$ cat config.mk
export PLATFORM = sky130hd
export DESIGN_NAME = decoder_onehot_seq
export DESIGN_NICKNAME = d
export VERILOG_FILES = /design/src/rtl/decoder_onehot_seq.sv
export SDC_FILE = /design/constraint.sdc
export NUM_CORES = 1
export LEC_CHECK = 0
export ABC_AREA = 1
export BUFFER_PORTS_ARGS = -buffer_cell sky130_fd_sc_hd__buf_4
export CAP_MARGIN = 20
export CELL_PAD_IN_SITES_DETAIL_PLACEMENT = 1
export CELL_PAD_IN_SITES_GLOBAL_PLACEMENT = 2
export CORE_MARGIN = 2
export CORE_UTILIZATION = 36
export DETAILED_ROUTE_END_ITERATION = 10
export PLACE_DENSITY = 0.88
export SLEW_MARGIN = 5
export SYNTH_ARGS = -nofsm -noshare
export SYNTH_HDL_FRONTEND = slang
export SYNTH_SLANG_ARGS = --single-unit
export TNS_END_PERCENT = 50
$ cat constraint.sdc
create_clock -name clk -period 2.69 [get_ports clk]
set_input_delay 0.1345 -clock clk [delete_from_list [all_inputs] [get_ports clk]]
set_output_delay 0.1345 -clock clk [all_outputs]
set_load 0.01 [all_outputs]
$ cat src/rtl/decoder_onehot_seq.sv
// Registered binary-to-one-hot decoder with pulse, hold, sweep and clear modes.
// Define DECODER_ERR_EN to add a sticky out-of-range error flag (err) and its clear input (clr_err).
module decoder_onehot_seq #(
    parameter int SEL_W     = 5,
    parameter int OUT_W     = 32,
    parameter int PULSE_LEN = 1
) (
    input  logic             clk,
    input  logic             rst_n,
    input  logic             en,
    input  logic [SEL_W-1:0] sel,
    input  logic [1:0]       mode,
    output logic             ready,
    output logic [OUT_W-1:0] decoded,
    output logic             done
`ifdef DECODER_ERR_EN
    ,
    input  logic             clr_err,
    output logic             err
`endif
);

    typedef enum logic [1:0] {S_IDLE, S_PULSE, S_HOLD, S_SWEEP} state_t;

    localparam logic [1:0] M_PULSE = 2'b00;
    localparam logic [1:0] M_HOLD  = 2'b01;
    localparam logic [1:0] M_SWEEP = 2'b10;
    localparam logic [1:0] M_CLEAR = 2'b11;

    localparam int              OUT_W_I  = OUT_W;
    localparam int              LAST_I   = OUT_W - 1;
    localparam int              CNT_I    = PULSE_LEN - 1;
    localparam logic [SEL_W:0]  OUT_LIM  = OUT_W_I[SEL_W:0];
    localparam logic [SEL_W-1:0] LAST_IDX = LAST_I[SEL_W-1:0];
    localparam logic [7:0]      CNT_INIT = CNT_I[7:0];

    state_t           state;
    logic [7:0]       cnt;
    logic [SEL_W-1:0] idx;
    logic             in_range;
    logic             req;
    logic             accept;

    function automatic logic [OUT_W-1:0] onehot(input logic [SEL_W-1:0] s);
        return {{(OUT_W-1){1'b0}}, 1'b1} << s;
    endfunction

    // ready comes straight from state so it reads 1 while the async reset holds state at IDLE
    assign ready    = (state == S_IDLE) || (state == S_HOLD);
    assign in_range = {1'b0, sel} < OUT_LIM;
    assign req      = en && ready;
    assign accept   = req && ((mode == M_CLEAR) || in_range);

    always_ff @(posedge clk or negedge rst_n) begin
        if (!rst_n) begin
            state   <= S_IDLE;
            decoded <= '0;
            done    <= 1'b0;
            cnt     <= '0;
            idx     <= '0;
        end else begin
            done <= 1'b0;
            case (state)
                // HOLD accepts new requests exactly like IDLE, replacing the line in one edge
                S_IDLE, S_HOLD: begin
                    if (accept) begin
                        case (mode)
                            M_PULSE: begin
                                decoded <= onehot(sel);
                                cnt     <= CNT_INIT;
                                state   <= S_PULSE;
                            end
                            M_HOLD: begin
                                decoded <= onehot(sel);
                                state   <= S_HOLD;
                            end
                            M_SWEEP: begin
                                decoded <= onehot(sel);
                                idx     <= sel;
                                state   <= S_SWEEP;
                            end
                            default: begin
                                decoded <= '0;
                                state   <= S_IDLE;
                            end
                        endcase
                    end
                end
                S_PULSE: begin
                    if (cnt != 8'd0) begin
                        cnt <= cnt - 8'd1;
                    end else begin
                        decoded <= '0;
                        done    <= 1'b1;
                        state   <= S_IDLE;
                    end
                end
                S_SWEEP: begin
                    if (idx == LAST_IDX) begin
                        decoded <= '0;
                        done    <= 1'b1;
                        state   <= S_IDLE;
                    end else begin
                        idx     <= idx + {{(SEL_W-1){1'b0}}, 1'b1};
                        decoded <= decoded << 1;
                    end
                end
                default: begin
                    decoded <= '0;
                    state   <= S_IDLE;
                end
            endcase
        end
    end

`ifdef DECODER_ERR_EN
    // A rejected request sets err; set takes priority over a same-edge clear
    always_ff @(posedge clk or negedge rst_n) begin
        if (!rst_n) begin
            err <= 1'b0;
        end else if (req && (mode != M_CLEAR) && !in_range) begin
            err <= 1'b1;
        end else if (clr_err) begin
            err <= 1'b0;
        end
    end
`endif

endmodule

==> metrics.md, run 1 <==
| Metric | Value |
|---|---|
| Reg2reg path depth | `11` |
| Leakage | `roughly 1.6 nW` |
| H-Tree Depth | `2` |
| Worst-Skew Late Latency | `roughly 0.31 ns` |
| Synth area leaders | `dfrtp_1 (42%), nand2_1 (8.9%), inv_1 (6.9%), o21ai_0 (6.3%), o22ai_1 (4.8%)` |
| Die height | `93.41 microns` |
| WHS Endpoint | `idx[4]` |
| Max Cap Viol | `0` |
| Drt first pass iters | `4` |
| Flops & latches, synth | `48` |
| PnR worst setup slack | `between 0.5 and 0.6 ns` |
| EDFF count, synth | `0` |
| Root buffer cell | `clkbuf_8` |
| Vias per inst | `roughly 5` |
| Port bufs | `43` |
| Tmin final | `2.136 ns` |
| Outcome | `completed` |
| Post-synth top cells | `nand2_1 (68), inv_1 (53), dfrtp_1 (48), o21ai_0 (36), o22ai_1 (22)` |
| Worst slew margin | `~57%` |
| Warnings, synthesis | `0` |
| Clock power frac | `between 15 and 20%` |
| Clock sink count | `48` |
| Distinct cells, synth | `30` |
| Die area | `8724 sq um` |
| Worst Hold Path Cells | `3` |
| WS Path Type | `flip-flop to flip-flop` |
| Post-synthesis sequential area ratio | `around two fifths` |
| Final Instance Count excl. Fillers | `a little under 500` |
| GRT Util Overall | `between 10% and 20%` |
| Antenna viol nets, final | `0` |
| CP peak stage delay | `around 0.45 ns` |
| Fmax | `approximately 470 MHz` |
| Pwr/cell area | `roughly 820 nW/um^2` |
| Gp weighted congestion | `0.8025` |
| # DRC | `0` |
| Critical Path Sink Type | `flip-flop` |
| DR vias | `2479` |
| Psw | `roughly 1.2 mW` |
| Tightest Pin Transition | `between 0.6 and 0.7 ns` |
| Clk buf depth | `2` |
| Setup TNS | `0 ns` |
| Register area | `1201 sq um` |
| Crit path buf inv count | `2` |
| Drt total wl | `between 7000 and 8000 microns` |
| Most common flop cell mapped by yosys | `dfrtp_1` |
| Fill count | `962` |
| FFs w/ async S/R, synth | `between 90% and 100%` |
| CP delay by family, top | `simple AND/OR/NAND/NOR gates` |
| Drt wl/cell | `about 15 microns` |
| DP Wirelength | `around 5400 microns` |
| Grt ovf | `0` |
| Worst R2R Start | `idx[0]` |
| Pre-CTS setup slack | `around 0.6 ns` |
| Critical path required time | `between 2 and 3 ns` |
| Hold Crit Class | `input pin to flip-flop` |
| Syn_area_per_cell | `roughly 8.1 sq um` |
| Initial antenna violation count | `0` |
| Crit share post-route | `79.41%` |
| Top-area cell type share of the netlist area | `about two fifths` |
| Layout cells sized above 1 | `between 20% and 30%` |
| Final Hold Vio Count | `0` |
| Hold wc startpoint | `sel[4]` |
| Worst EP arrival | `~2.3 ns` |
| Dpl cells | `approximately 500` |
| Gate Count Post-Synth | `356` |
| Pint | `approximately 1.5 mW` |
| # diodes | `0` |
| Crit start category | `flip-flop` |
| Reg-to-reg setup timing slack | `0.55 ns` |
| First-pass GRT wire length | `12560 microns` |
| Crit Path Max Fanout | `30` |
| Clk pin slew, worst setup/hold paths | `around 0.10 ns` |
| Synth-to-Final Area Change | `14.87%` |
| Post-Syn Area | `roughly 2900 sq um` |
| Sw Ratio | `between 40 and 50%` |
| Crit-path cells | `ha_1, nand2_1, nor2_1, ha_1, inv_1, nand2_2, clkinv_2, nand2_1, o21ai_0, nand2_1, o21ai_0` |
| Initial core utilization | `a little under two fifths` |
| Seq pwr share | `36.6%` |
| Setup Fix Bufs, Post-CTS | `0` |
| Peak VDD IR | `about 0.00032 V` |
| Total CTS buffers | `5` |
| Row count | `32` |
| Dominant cell type by area after synthesis | `dfrtp_1` |
| Comb power frac | `between 40% and 50%` |
| Number of global-route vias before repair | `roughly 2500` |
| Final Skew | `about 0.015 ns` |
| R2r endpoint | `decoded[8]` |
| Die span in x | `~93 microns` |
| Largest net degree at the start of global routing | `49` |
| Critical path's slowest cell | `nand2_2` |
| Final Slew Violations | `0` |
| Cell mode on critical path | `nand2_1` |
| Syn Nets | `between 300 and 400` |
| RSZ-0062 raised after global routing | `no` |
| DR iter-0 viols | `83` |
| Most frequent cell after synthesis | `nand2_1` |
| Ports | `44` |
| CTS tree | `yes` |
| Final setup violation count | `0` |
| Footprint of the multi-input gates | `between 1000 and 1500 sq um` |
| Net count reported at finish | `approximately 410` |
| Core Area | `about 7700 sq um` |
-- worst max-delay path by stage --
stage / cells after the start / from / endpoint
2_1_floorplan: 10 / idx[0] / decoded[2]
3_3_place_gp: 11 / idx[0] / decoded[8]
3_5_place_dp: 11 / idx[0] / decoded[16]
4_1_cts: 11 / idx[0] / decoded[8]
5_1_grt: 11 / idx[0] / decoded[8]
6_report: 11 / idx[0] / decoded[8]
-- cell families (layout without fill, tap and decap cells) --
kind of cell | count (synthesis) | after routing | share of synthesized area (%)
and+or+nand+nor | 142 | 142 | 24.61
AOI/OAI and AO/OA | 83 | 83 | 17.04
buffers and inverters | 73 | 110 | 12.65
DFF | 48 | 48 | 41.74
adders and majority gates | 7 | 7 | 3.043
xor gates and xnor gates | 3 | 3 | 0.9132
-- worst register-to-register path, delay by kind of cell, from the launching register on --
kind                       cells  cell delay, ns
DFF                            1            0.40
adders and majority gates      2            0.34
AOI/OAI and AO/OA              2            0.17
buffers and inverters          2            0.28
and+or+nand+nor                5            0.84
-- repair_timing --
| item | 4_1_cts | 5_1_grt |
|---|---|---|
| hold endpoints to repair | 48 | 0 |
| hold buffers | 1 | 0 |
| gates resized for setup | 0 | 0 |
-- stage by stage --
| step | area, sq um | total power, mW | hold slack, ns | util (%) |
|---|---|---|---|---|
| finish | 3306 | 2.718 | 0.1273 | 42.78 |
| floorplan | 2878 | 2.061 | -0.1611 | - |
| global route | 3306 | 2.959 | 0.1216 | 42.78 |
| CTS | 3306 | 2.755 | 0.1230 | 42.78 |
| global placement | 3203 | 2.238 | 0.2060 | 41.45 |
| detailed placement | 3203 | 2.288 | 0.2061 | 41.45 |
-- layer usage --
metal  vias up  wire [microns]  GRT usage [%]
li1       1242               -              -
met1      1201            3736          25.65
met2        32            3460          28.90
met3         4             203          3.062
met4         0              60          4.779
met5         -               0              0
-- layout make-up --
type / instances / area share (%)
Multi-Input combinational cell: 235 / 39.70
Sequential cell: 48 / 36.34
Timing Repair Buffer: 45 / 10.67
Inverter: 57 / 6.624
Tap cell: 102 / 3.861
Clock buffer: 6 / 2.498
Clock inverter: 2 / 0.3028
-- state kept, by name, indices dropped and copies added (netlist names) --
register and count:
idx 5, decoded 32, cnt 8, done 1, state 2
-- placed cells by master, fill, tap and decap left out, types with 3 or more instances in the layout --
master	instances
a31oi_1	5
buf_4	43
clkbuf_8	6
clkinv_2	4
dfrtp_1	48
ha_1	7
inv_1	53
nand2_1	68
nand2_2	15
nand2_4	3
nand3_1	13
nand4_1	16
nor2_1	18
o21ai_0	36
o21ai_1	9
o21ai_2	11
o22ai_1	22
-- power groups by stage --
stage | combinational, mW | clock [mW] | sequential [mW]
finish | 1.26 | 0.462 | 0.995
global placement | 1.23 | 0 | 1.01
CTS | 1.28 | 0.479 | 0.999
detailed placement | 1.27 | 0 | 1.01
global route | 1.43 | 0.507 | 1.02
floorplan | 1.07 | 0 | 0.994
Power figures use the tool's default switching activity.
==> inputs of run 2 (changes only) <==
CORE_UTILIZATION = 30   (was 36)
PLACE_DENSITY = 0.78   (was 0.88)
clock period = 1.8 ns   (was 2.69 ns; I/O delays follow)
==> run 2 against run 1 <==
Net effect:
- die area grew 19%
- fmax grew 28%
- sequential power grew 49%
- combinational power grew 67%
- utilization shrank 5.8 points
- count of clock-buffer cells in the layout shrank 1
- via count grew 2.0%
- routed wire length grew 1.4%
- global-route usage shrank 2.7 points
- critical path type unchanged
- highest routed layer unchanged
==> metrics.md, run 2 (synthesis gave the netlist of run 1 again) <==
| Metric | Value |
|---|---|
| CP peak stage delay | `0.41 ns (-0.04 ns)` |
| Final setup violation count | `0 (unchanged)` |
| Max Cap Viol | `0 (unchanged)` |
| Worst EP arrival | `1.91 ns (-0.42 ns)` |
| Setup TNS | `0 ns (unchanged)` |
| Net count reported at finish | `418 (+2.2%)` |
| Max reg flops | `32 (unchanged)` |
| Vias per inst | `4.790 (-4.4%)` |
| CP delay by family, top | `flip-flops` |
| Critical path required time | `2.03 ns (-0.85 ns)` |
| Total CTS buffers | `5 (unchanged)` |
| Largest net degree at the start of global routing | `49 (unchanged)` |
| Tightest Pin Transition | `0.6706 ns (+0.02633 ns)` |
| Die area | `10390 sq um (+19%)` |
| H-Tree Depth | `2 (unchanged)` |
| DR vias | `2529 (+2.0%)` |
| Outcome | `completed` |
| Worst-Skew Late Latency | `0.30 ns (about the same)` |
| Critical path's slowest cell | `dfrtp_1` |
| Reg with most FFs | `decoded` |
| Tmin final | `1.673 ns (-0.4631 ns)` |
| # diodes | `0 (unchanged)` |
| Initial antenna violation count | `0 (unchanged)` |
| Hold Crit Class | `input pin to flip-flop` |
| Ports | `44 (unchanged)` |
| Antenna viol nets, final | `0 (unchanged)` |
| Gp weighted congestion | `0.7704 (-4.0%)` |
| Initial core utilization | `31.00% (-6.2 points)` |
| Worst slew margin | `55.29% (-1.8 points)` |
| Core Area | `9284 sq um (+20%)` |
| Crit-path cells | `ha_1, nand2_1, nor2_1, ha_1, inv_2, nand2_4, buf_12, o21ai_0, nand2_2, o21ai_2` |
| Crit path buf inv count | `2 (unchanged)` |
| Synth-to-Final Area Change | `19.17%` |
| Most common cell after layout, fill and taps aside | `nand2_1` |
| WS Path Type | `flip-flop to flip-flop` |
| First-pass GRT wire length | `12770 microns (+1.6%)` |
| Cell mode on critical path | `ha_1` |
| Die height | `101.9 microns (+9.1%)` |
| Hold_ws | `0.08642 ns (-0.04092 ns)` |
| DP Wirelength | `5440 microns (+0.64%)` |
| Critical Path Sink Type | `flip-flop` |
| Most frequent cells in the layout | `nand2_1 (68), inv_1 (52), buf_4 (50)` |
| RSZ-0062 raised after global routing | `no` |
| Layout cells sized above 1 | `25.56% (+1.9 points)` |
| Clk buf depth | `2 (unchanged)` |
| Drt first pass iters | `4 (unchanged)` |
| Grt ovf | `0 (unchanged)` |
| Final Hold Vio Count | `0 (unchanged)` |
| Fill count | `1156 (+20%)` |
| GRT Util Overall | `15.44% (-2.7 points)` |
| Final Skew | `0.006652 ns (-0.008155 ns)` |
| Clk pin slew, worst setup/hold paths | `0.09 ns (about the same)` |
| Number of global-route vias before repair | `2618 (+3.8%)` |
| Final Slew Violations | `0 (unchanged)` |
| Drt total wl | `7567 microns (+1.4%)` |
| Regs by FF count | `decoded x32, cnt x8, idx x5` |
| Crit start category | `flip-flop` |
| # DRC | `0 (unchanged)` |
| Crit Path Max Fanout | `26 (-13%)` |
| Peak VDD IR | `0.0004423 V (+39%)` |
| Root buffer cell | `clkbuf_8` |
| Fmax | `597.7 MHz (+28%)` |
| Leakage | `1.604 nW (+2.7%)` |
| Port bufs | `43 (unchanged)` |
| CTS tree | `yes` |
| Row count | `35 (+9.4%)` |
| DR iter-0 viols | `90 (+8.4%)` |
| Clock sink count | `48 (unchanged)` |
| Die span in x | `101.9 microns (+9.1%)` |
| Crit share post-route | `92.95% (+14 points)` |
| Pwr/cell area | `1220 nW/um^2 (+48%)` |
| Drt wl/cell | `14.33 microns (-4.9%)` |
-- run 2: cell types whose count changed in the layout (fill, tap and decap cells not counted), moves of 2 or more --
cell,change
clkinv_2,-2
buf_12,+2
buf_4,+7
o21ai_0,-3
o21ai_1,+3
-- run 2: what timing repair did --
action | 4_1_cts | 5_1_grt
endpoints found under the hold margin | 48 | 0
buffers inserted | 0 | 2
hold buffers | 1 | 0
resized for setup | 0 | 8
endpoints found under the setup margin | 0 | 34
-- run 2: layout make-up --
cell class                 instances  area [sq um]  share of cell area, %
timing repair buffer              54         445.4                  12.99
clock buffer                       5         68.82                  2.007
sequential                        48          1201                  35.02
multi-input combinational        235          1334                  38.89
tap                              129         161.4                  4.706
inverter                          57         219.0                  6.385
-- run 2: worst register-to-register path: stages (launching register included) --
cell     delay (ns)
dfrtp_1        0.41
ha_1           0.21
nand2_1        0.09
nor2_1         0.05
ha_1           0.18
inv_2          0.09
nand2_4        0.08
buf_12         0.17
o21ai_0        0.20
nand2_2        0.08
o21ai_2        0.05
-- run 2: worst paths after layout --
path                        start  slack (ns)          to  depth (start not counted)
min                        sel[4]        0.09      idx[4]                          3
max                        idx[0]        0.13  decoded[2]                         10
max reg2reg                idx[0]        0.13  decoded[2]                         10
min in group asynchronous   rst_n        0.37  decoded[9]                          2
min reg2reg                cnt[0]        0.53      cnt[0]                          1
max in group asynchronous   rst_n        0.99      cnt[2]                          2
-- run 2: power by group --
group / switching [mW] / internal [mW]
clock network: 0.351 / 0.252
logic: 1.32 / 0.780
registers: 0.206 / 1.28
-- run 2: metrics by stage --
step                power (mW)  util [%]  instance area (sq um)  std cells  worst slack, ns
floorplan                3.080         -                   2878        356           0.2614
global placement         3.514     35.70                   3314        520          0.09191
detailed placement       3.571     35.70                   3314        520          0.01176
CTS                      4.196     36.55                   3393        526         0.005857
global route             4.588     36.94                   3430        528          0.01467
finish                   4.185     36.94                   3430        528           0.1269
-- run 2: per-layer routing --
metal | global-route usage, % | vias up | part of all wire (%)
met3 | 2.668 | 8 | 3.1
met2 | 24.19 | 49 | 46
met4 | 4.205 | 0 | 1.5
met5 | 0 | - | 0
met1 | 22.07 | 1210 | 49
li1 | - | 1262 | -
